`src/rtl/ann_frame_loader.sv`:
```
// ann_frame_loader: ping-pong frame buffer feeding the drowsiness ANN.
// Define INPUT_CLAMP_EN to saturate stored samples at CLAMP_MAX.
module ann_frame_loader #(
    parameter int N_IN      = 30,
    parameter int DW        = 10,
    parameter int CLAMP_MAX = 1000
) (
    input  logic               Clock,
    input  logic               Rst,
    input  logic [DW-1:0]      s_data,
    input  logic               s_valid,
    output logic               s_ready,
    input  logic               s_last,
    output logic [N_IN*DW-1:0] in_vec,
    output logic               start,
    input  logic               done,
    output logic               busy,
    output logic [9:0]         frame_cnt,
    output logic               err_short
);

    localparam int IW = $clog2(N_IN);
    localparam logic [IW-1:0] LAST_IDX = IW'(N_IN - 1);
    localparam logic [DW-1:0] CLAMP_W  = DW'(CLAMP_MAX);
`ifdef INPUT_CLAMP_EN
    localparam bit CLAMP_ON = 1'b1;
`else
    localparam bit CLAMP_ON = 1'b0;
`endif

    logic [DW-1:0]      mem [2][N_IN];
    logic [IW-1:0]      idx;
    logic               wr_bank;
    logic               wr_full;
    logic               done_q;
    logic               done_rise;
    logic               accept;
    logic               swap;
    logic [DW-1:0]      wdata;
    logic [N_IN*DW-1:0] frame_flat;

    assign s_ready   = !wr_full;
    assign accept    = s_valid && !wr_full;
    assign swap      = wr_full && !busy;
    assign done_rise = done && !done_q;
    assign wdata     = (CLAMP_ON && (s_data > CLAMP_W)) ? CLAMP_W : s_data;

    // Sample storage carries no reset; contents are only observed after a full fill.
    always_ff @(posedge Clock) begin
        if (accept) begin
            mem[wr_bank][idx] <= wdata;
        end
    end

    always_comb begin
        frame_flat = '0;
        for (int i = 0; i < N_IN; i++) begin
            frame_flat[i*DW +: DW] = mem[wr_bank][i];
        end
    end

    always_ff @(posedge Clock or negedge Rst) begin
        if (!Rst) begin
            in_vec    <= '0;
            start     <= 1'b0;
            busy      <= 1'b0;
            frame_cnt <= '0;
            err_short <= 1'b0;
            idx       <= '0;
            wr_bank   <= 1'b0;
            wr_full   <= 1'b0;
            done_q    <= 1'b0;
        end else begin
            done_q <= done;
            start  <= swap;
            if (swap) begin
                wr_bank   <= ~wr_bank;
                in_vec    <= frame_flat;
                wr_full   <= 1'b0;
                busy      <= 1'b1;
                frame_cnt <= frame_cnt + 10'd1;
            end else if (done_rise && busy) begin
                busy <= 1'b0;
            end
            // accept and swap are mutually exclusive through wr_full
            if (accept) begin
                if (idx == LAST_IDX) begin
                    idx     <= '0;
                    wr_full <= 1'b1;
                end else if (s_last) begin
                    idx       <= '0;
                    err_short <= 1'b1;
                end else begin
                    idx <= idx + 1'b1;
                end
            end
        end
    end

endmodule

```
`config.mk`:
```
export PLATFORM = sky130hd
export DESIGN_NAME = ann_frame_loader
export DESIGN_NICKNAME = d
export VERILOG_FILES = /design/src/rtl/ann_frame_loader.sv
export SDC_FILE = /design/constraint.sdc
export NUM_CORES = 1
export LEC_CHECK = 0
export CAP_MARGIN = 20
export CORE_UTILIZATION = 48
export DETAILED_ROUTE_END_ITERATION = 7
export PLACE_DENSITY_LB_ADDON = 0.08
export SLEW_MARGIN = 15
export SYNTH_ARGS = -nofsm -noshare
export SYNTH_HDL_FRONTEND = slang
export SYNTH_SLANG_ARGS = --single-unit
```
`constraint.sdc`:
```
create_clock -name Clock -period 3.3 [get_ports Clock]
set_clock_uncertainty 0.1 [all_clocks]
set_input_delay 0.825 -clock Clock [delete_from_list [all_inputs] [get_ports Clock]]
set_output_delay 0.825 -clock Clock [all_outputs]
set_load 0.1 [all_outputs]
```
Word level (Yosys, flattened, before mapping)
Memory sizes are Yosys's and may differ from the RTL's. A register that Yosys moved wholly into a read port is not among the register bits.
Index checks and enable logic that the tools add are counted.
{"block": "classes", "addsub": 2, "order_cmp": 2, "eq_ne": 1, "mux": 11, "bitwise_logic": 3, "n_reduce_logical": 11}
{"cell": "300-bit 2-to-1 mux", "n": 1}
{"cell": "10-bit demux with 5-bit select", "n": 1}
{"cell": "10-bit by 1-bit adder with 10-bit output, second input constant", "n": 1}
{"cell": "10-bit 2-to-1 mux", "n": 1}
{"cell": "5-bit 2-to-1 mux", "n": 2}
{"cell": "6-bit >= comparator, second input constant", "n": 1}
{"cell": "6-bit by 1-bit less-than comparator with 1-bit output, second input constant", "n": 1}
{"cell": "1-bit 2-to-1 mux", "n": 6}
{"cell": "5-bit NOT with 6-bit output", "n": 1}
{"cell": "5-bit by 1-bit adder with 5-bit output, second input constant", "n": 1}
{"cell": "5-bit equality test, second input constant", "n": 1}
{"cell": "1-bit logical AND", "n": 5}
{"cell": "1-bit logical NOT", "n": 4}
{"cell": "3-bit AND reduction", "n": 1}
{"cell": "1-bit NOT", "n": 2}
{"cell": "2-bit nonzero test", "n": 1}
{"block": "word_totals", "regBits": 21, "ramBits": 600, "inputBits": 15, "word_cells": 39, "memories": 1}
{"memory": "mem", "depth": 2, "word_bits": 300, "rd": 1, "rd_clocked_by_memory_dff": 1, "write_ports": 1, "line": "31", "rtl": "logic [DW-1:0] mem [2][N_IN];"}

Longest topological paths before layout
{"block": "logic_depth", "depth_word": 6, "ltp_mapped": 8, "ltp_nobuf": 5}

Worst setup path before layout
Ideal clock, no wire load.
{"block": "synth_path", "kind": "input-to-reg", "from": "input s_valid", "to": "memory mem[1][170] in the netlist's numbering (enable)", "setup_time_ns": 0.376, "t_arrival_ns": 1.813, "required_time_ns": 2.824, "slack_ns": 1.011, "stages": 4, "cell_sequence": "nor2b_1 > buf_2 > nand3_1 > nor2_1"}
{"block": "synth_via", "elab_chain_cells": 3}
{"item": "start, declared", "line": "11", "rtl": "input logic s_valid,"}
{"item": "1-bit logical AND", "line": "43", "rtl": "assign accept = s_valid && !wr_full;"}
{"item": "1-bit 2-to-1 mux", "line": "50", "rtl": "if (accept) begin"}
{"item": "300-bit 2-to-1 mux (implied by the code)", "line": "51", "rtl": "mem[wr_bank][idx] <= wdata;"}
{"item": "end, declared", "line": "31"}
Every way passes these cells.

Worst setup path after layout
{"block": "layout_path", "from": "register wr_full", "to": "output s_ready"}
{"block": "layout_via", "elab_chain_cells": 1}
{"item": "start, declared", "line": "34", "rtl": "logic wr_full;"}
{"item": "start signal, assigned", "line": "71", "rtl": "wr_full <= 1'b0;"}
{"item": "start signal, assigned", "line": "79", "rtl": "wr_full <= 1'b0;"}
{"item": "start signal, assigned", "line": "89", "rtl": "wr_full <= 1'b1;"}
{"item": "1-bit logical NOT", "line": "42", "rtl": "assign s_ready = !wr_full;"}
{"item": "end, declared", "line": "12", "rtl": "output logic s_ready,"}
Every way passes these cells.

==> flow_summary.ini <==
[run_status]
outcome = completed

[finish]
final_cell_mix = edfxtp_1, buf_4, dfrtp_1
fin_area_sq_um = 40240
drive_above_1_share_pct = 23.11
final_common_cell = edfxtp_1
n_fill_cell = 5197
area_delta_synth_final_pct = 21.61
fin_nets = 2509
stdcell_count = 3442

[grt]
grt_overflow_total = 0
grt_pass1_wl_microns = 113600
grt_usage_pct = 21.90
antenna_found_initial = 2
grt_max_degree = 140
grt_pass1_vias = 18000

[routing]
drc = 0
drt_iter0_markers = 1351
drtPass1Iterations = 5
final_antenna_net_count = 0
wl_microns = 75520
avgViaCountPerCell = 5.150
num_vias = 17730
routedWlPerCell_microns = 21.94

[die]
ios = 329
rows = 95
die_w_microns = 264.6
coreArea_sq_um = 67630
die_height_microns = 264.6
start_util_pct = 48.92
dieArea_sq_um = 69990

[pwr]
pwr-share-comb_pct = 24.0
netSwitchingPower_w = 0.01081
p_int_w = 0.02118
max-vdd-ir-drop_v = 0.0005089
swShare_pct = 33.80
p_leak_nw = 16.19
clockPowerShare_pct = 33.8
power.share.sequential_pct = 42.1
p_per_area_nw_per_um2 = 794.9

[worst_setup_path]
crit_required_ns = 2.37
cp_data_arrival_time_ns = 1.76
crit_slowest_cell = dfrtp_1
worstSetupPathType = register to primary output
cp_max_fo = 9
slowest_delay_ns = 0.64
cp-start-kind = register
cp_cell_sequence = inv_1 > buf_4
endpoint_kind = primary output

[clocking]
cts_buffers = 91
worstSkewPairLatency_ns = 0.63
clock-sinks = 921
ctsResizeCount = 0
clockRootBuffer = clkbuf_16
cts_tree = yes
htreeDepth = 3
postCtsSetupBuffers = 0
path_clk_slew_ns = 0.06
clk_path_buf_depth = 3
postCtsHoldBufs = 0

[synth]
synth_area_sq_um = 33090
synthArstFlopShare_pct = 34.85
synth.distinct_cells = 34
synth_edf_count = 600
ys_ff_latch = 921
avgSynthCellArea_sq_um = 15.98
synth.yosys.seq_area_share_pct = 78.73
syn_nets = 2090
ys.flop_type = edfxtp_1
synth_top_area_share_pct = 54.45
netlist_top_cells_area = edfxtp_1, dfrtp_1, mux2i_1, o21ai_0, nand2_1
synth_cells = 2070
synth_warnings = 0
yosysTopAreaCell = edfxtp_1

[sta]
finalSetupViolations = 0
worst_pin_slew_ns = 0.9991
slew_viol_final = 0
finalHoldViolCount = 0
rsz0062_at_grt = no
finalCritPeriodShare_pct = 81.46
slew_headroom_pct = 33.39
clock.fmax_mhz = 372.0
setup_tns_ns = 0
post-route-min-period_ns = 2.688

[place]
hpwl_microns = 47710
dp_cells = 3269
place_area_sq_um = 37030
portBuffers = 328
place_congestion = 0.7753

[hold_path]
hold_path.class = primary input to asynchronous set/reset pin

[run]
cap_violations = 0
-- cell type report --
type                       instances  area, sq um  area share (%)
sequential                       921        26050           64.75
multi-input combinational       1034         6375           15.84
timing repair buffer             436         3488           8.669
clock buffer                     117         2582           6.418
tap                              873         1092           2.714
clock inverter                    53        621.8           1.545
inverter                           5        18.77         0.04664
antenna                            3        7.507         0.01866
-- worst paths after layout --
path | start | endpoint | slack (ns) | depth (start not counted)
worst max-delay path | wr_full$_DFF_PN0_ | s_ready | 0.61 | 2
worst min-delay path | Rst | in_vec[76]$_DFFE_PN0P_ | 0.13 | 1
worst max register to register | wr_bank$_DFFE_PN0P_ | in_vec[213]$_DFFE_PN0P_ | 1.06 | 3
worst min register to register | done_q$_DFF_PN0_ | busy$_DFFE_PN0P_ | 0.36 | 2
max in group asynchronous | Rst | in_vec[236]$_DFFE_PN0P_ | 2.14 | 2
min in group Clock | done_q$_DFF_PN0_ | busy$_DFFE_PN0P_ | 0.36 | 2
-- state kept, by name (all words and copies together), names as in the netlist --
signal / cells
wr_bank: 1
frame_cnt: 10
idx: 5
mem: 600
busy: 1
in_vec: 300
start: 1
wr_full: 1
err_short: 1
done_q: 1
-- metrics by stage --
| step | worst slack (ns) | utilization, % | power [W] | hold WS, ns |
|---|---|---|---|---|
| 2_1_floorplan | 1.011 | - | 0.01945 | 0.3414 |
| 3_3_place_gp | 0.3675 | 54.75 | 0.02142 | 0.3549 |
| 3_5_place_dp | 0.3362 | 54.75 | 0.02148 | 0.3509 |
| 4_1_cts | 0.5687 | 59.49 | 0.03228 | 0.1227 |
| 5_1_grt | 0.5553 | 59.49 | 0.03305 | 0.1658 |
| 6_report | 0.6119 | 59.50 | 0.03199 | 0.1258 |
-- cell families (layout without fill, tap and decap cells) --
logic type	Yosys count	count (layout)	synth area share [%]
XOR/XNOR	10	10	0.2647
multiplexers	302	302	9.136
AND/OR/NAND/NOR	407	407	4.920
AO/OA/AOI/OAI	310	310	4.734
buffers and inverters	115	611	2.027
other	0	3	0
adder cells (fa/ha/maj)	5	5	0.1891
flip-flops	921	921	78.73
-- synthesized netlist by cell type (5+ instances only) --
| cell type | number |
|---|---|
| edfxtp_1 | 600 |
| dfrtp_1 | 321 |
| nand2_1 | 313 |
| mux2i_1 | 302 |
| o21ai_0 | 239 |
| o21ai_1 | 66 |
| nor2_1 | 60 |
| buf_2 | 38 |
| clkbuf_1 | 35 |
| buf_4 | 21 |
| buf_6 | 15 |
| xnor2_1 | 10 |
| nand3_1 | 9 |
| ha_1 | 5 |
| nand4_1 | 5 |
-- per-layer routing --
layer	wire length, microns	global-route usage [%]	vias to the layer above
li1	-	-	8366
met3	3553	3.558	77
met5	0	0	-
met2	37970	36.66	418
met1	32770	29.85	8867
met4	1224	5.971	0
-- power by group through the flow --
stage | clock (W) | combinational (W) | sequential (W)
after global routing | 0.0115 | 0.00800 | 0.0136
after floorplan | 0 | 0.00171 | 0.0177
after CTS | 0.0110 | 0.00777 | 0.0135
final | 0.0108 | 0.00769 | 0.0135
after detailed placement | 0 | 0.00776 | 0.0137
after global placement | 0 | 0.00772 | 0.0137
-- critical path: cells and delay by family (launching register included) --
family   cells  cell delay (ns)
buf+inv      2             0.48
flops        1             0.64
Note: power is estimated with default switching activity, not from simulation.
